===== src/rtl/clk_div_sequencer_if.sv =====
// Purpose: configuration handshake between the control/register block and the
//          clock-divider sequencer.
// Signals:
//   cfg_valid        new half-period offered (master -> slave)
//   cfg_half_period  requested half-period in clk cycles (master -> slave)
//   cfg_ready        slave can take a word this cycle (slave -> master)
//   cfg_err          1-cycle pulse, accepted word was 0 and dropped (slave -> master)
interface clk_div_sequencer_if #(
  parameter int CNT_W = 32
);
  logic             cfg_valid;
  logic [CNT_W-1:0] cfg_half_period;
  logic             cfg_ready;
  logic             cfg_err;

  modport master (
    output cfg_valid,
    output cfg_half_period,
    input  cfg_ready,
    input  cfg_err
  );

  modport slave (
    input  cfg_valid,
    input  cfg_half_period,
    output cfg_ready,
    output cfg_err
  );
endinterface


===== src/rtl/clk_div_sequencer.sv =====
// Purpose: run-time controller for the clock divider. Owns the half-period
//          counter and the registered clk_div output, starts/stops division on
//          the enable level and takes new half-periods over a valid/ready
//          handshake. Changes only land on half-period boundaries, so clk_div
//          never produces a runt high phase.
// Ports:
//   clk      system clock, rising edge
//   rst_a    asynchronous active-low reset
//   enable   level, 1 = run, 0 = stop cleanly
//   cfg      configuration handshake (slave side)
//   clk_div  divided clock, registered
//   tick     1-cycle pulse in the cycle clk_div changes
//   busy     1 while in RUN or STOPPING
//
// state    | meaning
// IDLE     | divider parked, count=0, clk_div=0
// RUN      | dividing, clk_div toggles at every boundary
// STOPPING | enable dropped during a high phase; finish it, then park
module clk_div_sequencer #(
  parameter int CNT_W        = 32,
  parameter int DEFAULT_HALF = 50
) (
  input  logic                clk,
  input  logic                rst_a,
  input  logic                enable,
  clk_div_sequencer_if.slave  cfg,
  output logic                clk_div,
  output logic                tick,
  output logic                busy
);

  typedef enum logic [1:0] {
    IDLE     = 2'd0,
    RUN      = 2'd1,
    STOPPING = 2'd2
  } state_e;

  state_e           state_q, state_d;
  logic [CNT_W-1:0] count_q, count_d;
  logic [CNT_W-1:0] half_q, half_d;
  logic [CNT_W-1:0] pend_q, pend_d;
  logic             pend_valid_q, pend_valid_d;
  logic             clk_div_q, clk_div_d;
  logic             tick_q, tick_d;
  logic             cfg_err_q, cfg_err_d;
  logic             busy_q, busy_d;

  logic             running;
  logic             boundary;
  logic             xfer;

  always_ff @(posedge clk or negedge rst_a) begin
    if (!rst_a) begin
      state_q      <= IDLE;
      count_q      <= '0;
      half_q       <= CNT_W'(DEFAULT_HALF);
      pend_q       <= '0;
      pend_valid_q <= 1'b0;
      clk_div_q    <= 1'b0;
      tick_q       <= 1'b0;
      cfg_err_q    <= 1'b0;
      busy_q       <= 1'b0;
    end else begin
      state_q      <= state_d;
      count_q      <= count_d;
      half_q       <= half_d;
      pend_q       <= pend_d;
      pend_valid_q <= pend_valid_d;
      clk_div_q    <= clk_div_d;
      tick_q       <= tick_d;
      cfg_err_q    <= cfg_err_d;
      busy_q       <= busy_d;
    end
  end

  // half is never 0, so half_q - 1 cannot wrap.
  assign running  = (state_q != IDLE);
  assign boundary = running && (count_q == (half_q - CNT_W'(1)));
  assign xfer     = cfg.cfg_valid && !pend_valid_q;

  always_comb begin
    state_d      = state_q;
    count_d      = count_q;
    half_d       = half_q;
    pend_d       = pend_q;
    pend_valid_d = pend_valid_q;
    clk_div_d    = clk_div_q;
    tick_d       = 1'b0;
    cfg_err_d    = 1'b0;

    // Counter / toggle datapath
    if (running) begin
      if (boundary) begin
        count_d   = '0;
        clk_div_d = ~clk_div_q;
        tick_d    = 1'b1;
        if (pend_valid_q) begin
          half_d       = pend_q;
          pend_valid_d = 1'b0;
        end
      end else begin
        count_d = count_q + CNT_W'(1);
      end
    end

    // A transfer can only happen with no pending word, so it never collides
    // with the boundary hand-over above; a word taken in a boundary cycle
    // waits for the following boundary.
    if (xfer) begin
      if (cfg.cfg_half_period == '0) begin
        cfg_err_d = 1'b1;
      end else if (state_q == IDLE) begin
        half_d = cfg.cfg_half_period;
      end else begin
        pend_d       = cfg.cfg_half_period;
        pend_valid_d = 1'b1;
      end
    end

    // Next-state decisions look at the post-toggle clk_div value.
    case (state_q)
      IDLE: begin
        count_d   = '0;
        clk_div_d = 1'b0;
        if (enable) state_d = RUN;
      end
      RUN: begin
        if (!enable) begin
          if (clk_div_d) begin
            state_d = STOPPING;
          end else begin
            state_d = IDLE;
            count_d = '0;
          end
        end
      end
      STOPPING: begin
        // enable wins over the closing boundary so the waveform keeps going.
        if (enable) begin
          state_d = RUN;
        end else if (boundary) begin
          state_d = IDLE;
          count_d = '0;
        end
      end
      default: begin
        state_d   = IDLE;
        count_d   = '0;
        clk_div_d = 1'b0;
      end
    endcase

    // A word still waiting when we park becomes the new half right away.
    if (state_d == IDLE && state_q != IDLE && pend_valid_d) begin
      half_d       = pend_d;
      pend_valid_d = 1'b0;
    end

    busy_d = (state_d != IDLE);
  end

  assign cfg.cfg_ready = ~pend_valid_q;
  assign cfg.cfg_err   = cfg_err_q;
  assign clk_div       = clk_div_q;
  assign tick          = tick_q;
  assign busy          = busy_q;

endmodule


===== src/flat_wrapper.sv =====
// flat-port wrapper written by rule: the top's interface ports become plain ports
module clk_div_sequencer_flat 
#(
  parameter int CNT_W        = 32,
  parameter int DEFAULT_HALF = 50
)
  (clk, rst_a, enable, clk_div, tick, busy, cfg_cfg_valid, cfg_cfg_half_period, cfg_cfg_ready, cfg_cfg_err);
  clk_div_sequencer_if #(.CNT_W(CNT_W)) cfg_i ();
  input  logic clk;
  input  logic rst_a;
  input  logic enable;
  output logic clk_div;
  output logic tick;
  output logic busy;
  input wire logic [$bits(cfg_i.cfg_valid)-1:0] cfg_cfg_valid;
  input wire logic [$bits(cfg_i.cfg_half_period)-1:0] cfg_cfg_half_period;
  output wire logic [$bits(cfg_i.cfg_ready)-1:0] cfg_cfg_ready;
  output wire logic [$bits(cfg_i.cfg_err)-1:0] cfg_cfg_err;
  assign cfg_i.cfg_valid = cfg_cfg_valid;
  assign cfg_i.cfg_half_period = cfg_cfg_half_period;
  assign cfg_cfg_ready = cfg_i.cfg_ready;
  assign cfg_cfg_err = cfg_i.cfg_err;
  clk_div_sequencer #(.CNT_W(CNT_W), .DEFAULT_HALF(DEFAULT_HALF)) u_core (.clk(clk), .rst_a(rst_a), .enable(enable), .cfg(cfg_i), .clk_div(clk_div), .tick(tick), .busy(busy));
endmodule

===== config.mk =====
export PLATFORM = sky130hd
export DESIGN_NAME = clk_div_sequencer_flat
export DESIGN_NICKNAME = d
export VERILOG_FILES = /design/src/rtl/clk_div_sequencer_if.sv /design/src/rtl/clk_div_sequencer.sv /design/src/flat_wrapper.sv
export SDC_FILE = /design/constraint.sdc
export NUM_CORES = 1
export LEC_CHECK = 0
export ABC_AREA = 1
export BUFFER_PORTS_ARGS = -buffer_cell sky130_fd_sc_hd__buf_2
export CAP_MARGIN = 20
export CORE_MARGIN = 2
export CORE_UTILIZATION = 25
export DETAILED_ROUTE_END_ITERATION = 10
export HOLD_SLACK_MARGIN = 0.02
export PLACE_DENSITY_LB_ADDON = 0.15
export SLEW_MARGIN = 20
export SYNTH_ARGS = -nofsm -noshare
export SYNTH_HDL_FRONTEND = slang
export SYNTH_SLANG_ARGS = --single-unit

===== constraint.sdc =====
create_clock -name clk -period 5.09 [get_ports clk]
set_input_delay 1.018 -clock clk [delete_from_list [all_inputs] [get_ports clk]]
set_output_delay 1.018 -clock clk [all_outputs]
set_load 0.02 [all_outputs]

==> results of run 1 <==
-- metal layers --
layer	GRT usage	share of wire
met5	0	0
met4	0.0399	0.012
met3	0.0156	0.030
met2	0.264	0.46
met1	0.231	0.50
-- through the flow --
step	std cells	hold slack [ns]	setup slack (ns)	power (mW)	utilization
6_report	1509	0.528	1.32	4.21	0.283
4_1_cts	1509	0.529	1.28	4.25	0.283
3_5_place_dp	1493	0.507	1.32	3.52	0.273
5_1_grt	1509	0.548	0.968	4.62	0.283
2_1_floorplan	1098	0.485	2.45	2.89	-
3_3_place_gp	1493	0.512	1.32	3.53	0.273
-- worst min-delay path: stages, from the launching register on --
cell     delay [ns]
dfrtp_1        0.35
nand2_1        0.05
o21ai_0        0.09
-- report_power, final --
| part | switching [mW] | internal (mW) | total (mW) |
|---|---|---|---|
| sequential | 0.219 | 1.08 | 1.30 |
| clock | 0.365 | 0.345 | 0.711 |
| combinational | 1.54 | 0.651 | 2.19 |
-- worst max-delay path by stage --
| stage | from | cells past startpoint | slack (ns) | to |
|---|---|---|---|---|
| 6_report | u_core.half_q[6]$_DFF_PN0_ | 18 | 1.32 | u_core.count_q[22]$_DFF_PN0_ |
| 5_1_grt | u_core.half_q[0]$_DFF_PN0_ | 21 | 0.97 | u_core.count_q[22]$_DFF_PN0_ |
| 4_1_cts | u_core.half_q[6]$_DFF_PN0_ | 18 | 1.28 | u_core.count_q[22]$_DFF_PN0_ |
| 3_5_place_dp | u_core.half_q[6]$_DFF_PN0_ | 18 | 1.32 | u_core.count_q[22]$_DFF_PN0_ |
| 3_3_place_gp | u_core.half_q[6]$_DFF_PN0_ | 18 | 1.32 | u_core.count_q[22]$_DFF_PN0_ |
| 2_1_floorplan | u_core.half_q[1]$_DFF_PN1_ | 20 | 2.45 | u_core.count_q[26]$_DFF_PN0_ |
-- cell families (layout without fill, tap and decap cells) --
kind of cell / after synthesis / after routing / share of synthesized area
compound gates: 135 / 135 / 0.102
xor+xnor: 41 / 41 / 0.0501
flops: 103 / 103 / 0.360
simple gates: 616 / 616 / 0.368
buf+inv: 197 / 224 / 0.109
fa+ha+maj: 6 / 6 / 0.0105
-- registers in the layout (all words and copies together) (netlist names) --
register             flops
u_core.half_q           32
u_core.pend_q           32
u_core.cfg.cfg_err       1
u_core.clk_div           1
u_core.count_q          32
u_core.tick              1
u_core.pend_valid_q      1
u_core.state_q           2
u_core.busy              1
-- area by class of cell --
cell class,count,share of cell area
multi-input cells,798,0.474
repair buffers,51,0.0370
inverters,157,0.0732
clock inverters,7,0.00777
flip-flops and latches,103,0.320
clock buffers,9,0.0280
well taps,384,0.0596
-- synthesized netlist by cell type, types with 3 or more instances --
cell type,instances,area (um^2)
inv_1,155,582
nand4_1,52,325
ha_1,6,75.1
nor2_2,9,56.3
a21oi_1,11,55.1
dfstp_2,3,78.8
dfrtp_1,100,2500
nor2_1,107,402
buf_2,8,40.0
o2111ai_1,4,35.0
nand2_2,4,25.0
nand2_1,360,1350
nand3b_1,5,37.5
buf_4,3,22.5
xnor2_1,15,131
clkbuf_1,26,97.6
nor3_1,12,60.1
nand3_1,53,265
buf_6,3,33.8
o21ai_0,109,546
nor4_1,6,37.5
xor2_1,26,228
==> flow_summary.toml, run 1 <==
[run]
drv_cap = 0

[clock_network]
cts.sinks = 103
postCtsHoldBufs = 0
insertion_delay_ns = 0.37
post_cts_resized = 0
tritoncts = "built"
path_clk_slew_ns = 0.08
post_cts_buffers = 0
numCtsBuffers = 9
clockBufferDepth = 2
cts-root-buf = "clkbuf_16"
htree_levels = 3

[sta]
period_needed_ns = 3.77
slew-limit-headroom = 0.395
tightestPinTransition_ns = 0.907
rsz0062_at_grt = "false"
fin_tns_setup_ns = 0
setup_viol = 0
finalHoldViolations = 0
drv_slew = 0
fmaxAchievable_mhz = 265
skew_ns = 0.0125
period_share = 0.741

[critical_path]
crit_family = "simple AND/OR/NAND/NOR gates"
r2r_cells = 18
cp_slowest_stage_delay_ns = 0.46
r2r-end = "u_core.count_q[22]$_DFF_PN0_"
crit_required_ns = 5.34
r2r_setup_slack_ns = 1.32
critPathMostFrequentCell = "nand2_1"
cp.arrival_ns = 4.02
worstPathCellList = "nor2_1, nand2_1, nor2_2, nand2_1, nor2_1, nand2_1, a21oi_1, nand2_1, nor2_2, nand3_4, nand2_1, nand2_1, nand2_1, nand3_1, nand2_1, inv_1, o211ai_1, inv_1"
crit_slowest_cell = "nor2_2"
critical_path_peak_fanout = 15
r2r_start = "u_core.half_q[6]$_DFF_PN0_"
cp-end-kind = "flip-flop"
critPathKind = "reg2reg"
crit_buf_inv = 2
crit_path_start_kind = "flip-flop"

[floorplanning]
start_util = 0.252
die_h_um = 173
die_x_um = 173
core_area_um2 = 28500
io_pins = 41
fp-row-count = 62
die_area_um2 = 30100

[logic_synthesis]
synth_warnings = 0
synth_area_per_cell_um2 = 6.53
yosysSeqAreaShare = 0.360
ys_seq_elements = 103
synth-edff-count = 0
synthesis.nets = 1140
async_reset_ff_frac = 1.00
synth.distinct_cells = 38
syn-instance-count = 1098
synth_flop_cell = "dfrtp_1"
synthesis.area_um2 = 7170

[placed_design]
hpwl_um = 17600
gp_congestion = 0.932
port_buffers = 40
placed_area_um2 = 7770

[cells_and_area]
nets = 1162
layout_commonest_cell = "nand2_1"
layout-drive-gt1-share = 0.0844
n_antenna_cell = 0
fillers = 3238
final_cell_mix = "360 x nand2_1, 155 x inv_1, 109 x o21ai_0"
fin_area_um2 = 8060
multi_input_area_um2 = 3820
seq_area_um2 = 2580
area_growth_pct = 12.3

[grt]
grt_max_degree = 67
grt_pass1_vias = 6830
gr-total-overflow = 0
grt_pass1_wl_um = 38300
grt_usage = 0.162
antenna_found_initial = 0

[worst_hold_path]
hold_path_class = "reg2reg"
hold_end = "u_core.pend_q[31]$_DFF_PN0_"
worstHoldStart = "u_core.pend_q[31]$_DFF_PN0_"
hold_path_depth = 2

[power_and_ir_drop]
power.static_leakage_nw = 4.11
power.density_nw_per_um2 = 522
max-vdd-ir-drop_uv = 256

[routing]
dr.pass1.iters = 5
vias = 6841
wl_um = 23600
drt-vias-per-instance = 4.53
drc_errors = 0
postRouteAntennaNets = 0
post_drt_wl_per_cell_um = 15.6
drt_iter0_drc = 338

[status]
status = "finished, final reports clean"
No activity file was read; power rests on OpenSTA's default activity.
==> run 2: changes to the inputs <==
clock period = 3.73 ns   (was 5.09 ns; I/O delays follow)
==> flow_summary.toml, run 2 (synthesis results as in run 1) <==
[worst_hold_path]
hold_path_class = "in2async"

[clock_network]
clockBufferDepth = 2
htree_levels = 3
tritoncts = "built"
post_cts_buffers = 0
numCtsBuffers = 9
path_clk_slew_ns = 0.09
cts.sinks = 103
cts-root-buf = "clkbuf_16"
insertion_delay_ns = 0.37

[placed_design]
gp_congestion = 0.897
hpwl_um = 17500
placed_cells = 1503
port_buffers = 40
dp_worst_setup_slack_ns = 0.451
placed_area_um2 = 7880

[critical_path]
critical_path_peak_fanout = 15
startpoint = "u_core.half_q[0]$_DFF_PN0_"
r2r_start = "u_core.half_q[0]$_DFF_PN0_"
cp.arrival_ns = 3.55
cp-end-kind = "flip-flop"
crit_required_ns = 3.97
critPathKind = "reg2reg"
crit_path_start_kind = "flip-flop"

[power_and_ir_drop]
total_power_mw = 5.84
power.density_nw_per_um2 = 715
max-vdd-ir-drop_uv = 223
power.static_leakage_nw = 4.15

[floorplanning]
die_h_um = 173
io_pins = 41
core_area_um2 = 28500
start_util = 0.252
fp-row-count = 62
die_x_um = 173
die_area_um2 = 30100

[sta]
finalHoldViolations = 0
tightestPinTransition_ns = 0.455
setup_viol = 0
drv_slew = 0
period_share = 0.886
holdWs_ns = 0.314
setup_ws_ns = 0.427
fin_tns_setup_ns = 0
period_needed_ns = 3.30
slew-limit-headroom = 0.694
rsz0062_at_grt = "false"
skew_ns = 0.0173
fmaxAchievable_mhz = 303

[cells_and_area]
fin_cells = 1519
reg_top3 = "u_core.count_q: 32 flops, u_core.half_q: 32 flops, u_core.pend_q: 32 flops"
n_antenna_cell = 0
final_cell_mix = "360 x nand2_1, 154 x inv_1, 109 x o21ai_0"
area_growth_pct = 13.8
seq_area_um2 = 2580
multi_input_area_um2 = 3820
final_core_util = 0.287
nets = 1172
fin_area_um2 = 8170
fillers = 3241
layout_commonest_cell = "nand2_1"
layout-drive-gt1-share = 0.0925

[routing]
dr.pass1.iters = 5
postRouteAntennaNets = 0
drt_iter0_drc = 446
drt-vias-per-instance = 4.53
post_drt_wl_per_cell_um = 15.4
drc_errors = 0
wl_um = 23300
vias = 6885

[grt]
antenna_found_initial = 0
grt_pass1_wl_um = 37800
grt_pass1_vias = 6907
grt_max_degree = 50
grt_usage = 0.159
gr-total-overflow = 0

[run]
drv_cap = 0

[status]
status = "finished, final reports clean"
==> run 2: changes by cell type in the layout (fill, tap and decap cells not counted) <==
cell	previous run	this run
clkinv_4	1	2
inv_8	2	1
clkbuf_1	0	1
inv_6	3	2
buf_4	11	18
clkinvlp_4	0	2
inv_1	155	154
buf_12	1	4
clkinv_2	1	0
==> run 2: area by class of cell <==
class | count | share of cell area
Clock buffer | 10 | 0.0280
Clock inverter | 6 | 0.00659
Inverter | 157 | 0.0726
Multi-Input combinational cell | 798 | 0.468
Sequential cell | 103 | 0.316
Tap cell | 384 | 0.0588
Timing Repair Buffer | 61 | 0.0503
==> run 2: path summary, 6_finish.rpt <==
kind                       cells past startpoint  slack (ns)                      endpoint
max                                           21        0.43  u_core.count_q[22]$_DFF_PN0_
min                                            1        0.31    u_core.pend_q[7]$_DFF_PN0_
max reg2reg                                   21        0.43  u_core.count_q[22]$_DFF_PN0_
min reg2reg                                    2        0.53   u_core.pend_q[15]$_DFF_PN0_
max in group asynchronous                      2        2.66  u_core.count_q[26]$_DFF_PN0_
min in group clk                               2        0.53   u_core.pend_q[15]$_DFF_PN0_
==> run 2: worst max-delay path, stage by stage (launching register included) <==
cell	delay, ns
dfrtp_1	0.37
inv_1	0.11
ha_1	0.25
nand2_2	0.12
nor2_4	0.30
nand2_1	0.14
nor2_1	0.19
nand2_1	0.07
nand2_1	0.07
nand2_1	0.07
inv_1	0.06
nand2_1	0.05
nor2_2	0.15
nand3_4	0.10
nand2_1	0.11
nand2_1	0.06
nand2_1	0.07
nand3_1	0.17
nand2_1	0.19
clkinvlp_4	0.30
o211ai_1	0.17
inv_1	0.05
==> run 2: per-layer routing <==
metal	share of wire	routed length (um)	vias up	global-route usage
li1	-	-	3541	-
met1	0.50	11600	3205	0.225
met2	0.45	10500	116	0.254
met3	0.034	804	23	0.0224
met4	0.016	373	0	0.0413
met5	0	0	-	0
==> run 2: timing repair <==
| action | in CTS | in global routing |
|---|---|---|
| hold buffers | 0 | 0 |
| setup endpoints to repair | 0 | 1 |
| resized for setup | 0 | 1 |
==> run 2: where the power goes <==
part	internal [mW]	switching, mW
Combinational	0.971	2.11
Sequential	1.48	0.320
Clock	0.467	0.490
Total	2.92	2.92
==> run 3: changes to the inputs <==
PLACE_DENSITY_LB_ADDON = 0.12   (was 0.15)
==> flow_summary.toml, run 3 (synthesis results as in run 1) <==
[placed_design]
hpwl_um = 17800
placed_cells = 1505
port_buffers = 40
gp_congestion = 0.860

[critical_path]
crit_path_start_kind = "flip-flop"
cp.arrival_ns = 3.56
cp-end-kind = "flip-flop"
r2r_cells = 22
crit_required_ns = 4.03
critical_path_peak_fanout = 22
critPathKind = "reg2reg"

[clock_network]
cts-root-buf = "clkbuf_16"
insertion_delay_ns = 0.37
post_cts_resized = 0
tritoncts = "built"
htree_levels = 3
post_cts_buffers = 0
postCtsHoldBufs = 0
clockBufferDepth = 2
cts.sinks = 103
path_clk_slew_ns = 0.09
numCtsBuffers = 9

[floorplanning]
die_x_um = 173
die_h_um = 173
die_area_um2 = 30100
io_pins = 41
core_area_um2 = 28500
fp-row-count = 62
start_util = 0.252

[cells_and_area]
n_antenna_cell = 0
multi_input_area_um2 = 3820
fillers = 3227
reg_top3 = "u_core.count_q: 32 flops, u_core.half_q: 32 flops, u_core.pend_q: 32 flops"
layout_commonest_cell = "nand2_1"
final_cell_mix = "360 x nand2_1, 155 x inv_1, 109 x o21ai_0"
final_core_util = 0.288
area_growth_pct = 14.3
nets = 1174
layout-drive-gt1-share = 0.0941
fin_cells = 1521
seq_area_um2 = 2580

[grt]
met3_usage = 0.0226
grtUsageMet1 = 0.226
grtUsageMet2 = 0.261
grt_max_degree = 104
grt_pass1_wl_um = 37900
grt_pass1_vias = 6768
grt_usage = 0.161
antenna_found_initial = 0
grt_busiest_layer = "met2"
gr-total-overflow = 0

[worst_hold_path]
hold_path_class = "in2async"

[sta]
skew_ns = 0.0184
fmaxAchievable_mhz = 307
slew-limit-headroom = 0.566
finalHoldViolations = 0
rsz0062_at_grt = "false"
fin_tns_setup_ns = 0
period_share = 0.873
setup_viol = 0
period_needed_ns = 3.26
drv_slew = 0
tightestPinTransition_ns = 0.651

[routing]
wl_um = 23400
vias = 6735
postRouteAntennaNets = 0
drt_iter0_drc = 360
drc_errors = 0
post_drt_wl_per_cell_um = 15.4
dr.pass1.iters = 5
drt-vias-per-instance = 4.43

[power_and_ir_drop]
total_power_mw = 5.91
power.density_nw_per_um2 = 721
power.static_leakage_nw = 4.19
max-vdd-ir-drop_uv = 264

[run]
drv_cap = 0

[status]
status = "finished, final reports clean"
run 3: cell count changes in the layout (fill, tap and decap cells not counted):
cell	delta
clkbuf_8	+1
clkinv_8	+1
buf_4	+2
inv_1	+1
clkbuf_1	-1
clkinvlp_4	-2
run 3: layout make-up:
cell class,count,share of cell area
Multi-Input combinational cell,798,0.466
Clock inverter,6,0.00763
Clock buffer,10,0.0292
Inverter,157,0.0719
Tap cell,384,0.0586
Timing Repair Buffer,63,0.0519
Sequential cell,103,0.315
run 3: power by group:
part           switching, mW  leakage [nW]  internal [mW]
Combinational           2.12          2.70          0.990
Sequential             0.321          1.34           1.48
Clock                  0.506         0.148          0.491
run 3: critical path: stages (launching register included):
cell and delay, ns:
dfrtp_1 0.38, inv_1 0.12, ha_1 0.25, nand2_2 0.12, nor2_4 0.29, nand2_1 0.15
nor2_1 0.20, nand2_1 0.08, nand2_1 0.07, nand2_1 0.08, inv_1 0.06, nand2_1 0.05
nor2_2 0.16, nand3_4 0.11, buf_4 0.22, nor2_2 0.11, buf_4 0.29, nand2_1 0.08
nand2_1 0.07, nand2_1 0.04, o21ai_0 0.07, nand2_1 0.07, nand2_1 0.09
run 3: final timing paths:
path | endpoint | start | slack, ns
min in group clk | u_core.pend_q[15]$_DFF_PN0_ | u_core.pend_q[15]$_DFF_PN0_ | 0.53
worst max register to register | u_core.half_q[7]$_DFF_PN0_ | u_core.half_q[0]$_DFF_PN0_ | 0.47
worst min register to register | u_core.pend_q[15]$_DFF_PN0_ | u_core.pend_q[15]$_DFF_PN0_ | 0.53
worst max-delay path | u_core.half_q[7]$_DFF_PN0_ | u_core.half_q[0]$_DFF_PN0_ | 0.47
worst min-delay path | u_core.pend_q[4]$_DFF_PN0_ | rst_a | 0.40
max in group asynchronous | u_core.count_q[24]$_DFF_PN0_ | rst_a | 2.78
run 3: per-stage QoR:
stage                     setup slack [ns]  hold WS [ns]  instance area [um^2]
after detailed placement             0.448         0.511                  7900
after global placement               0.412         0.503                  7900
final                                0.472         0.404                  8200
after floorplan                       1.09         0.450                  7170
after CTS                            0.418         0.485                  8200
after global routing                0.0249         0.464                  8200
run 3: routing by layer:
layer | vias up | part of all wire
li1 | 3558 | -
met1 | 3080 | 0.51
met2 | 82 | 0.46
met3 | 15 | 0.026
met4 | 0 | 0.011
met5 | - | 0
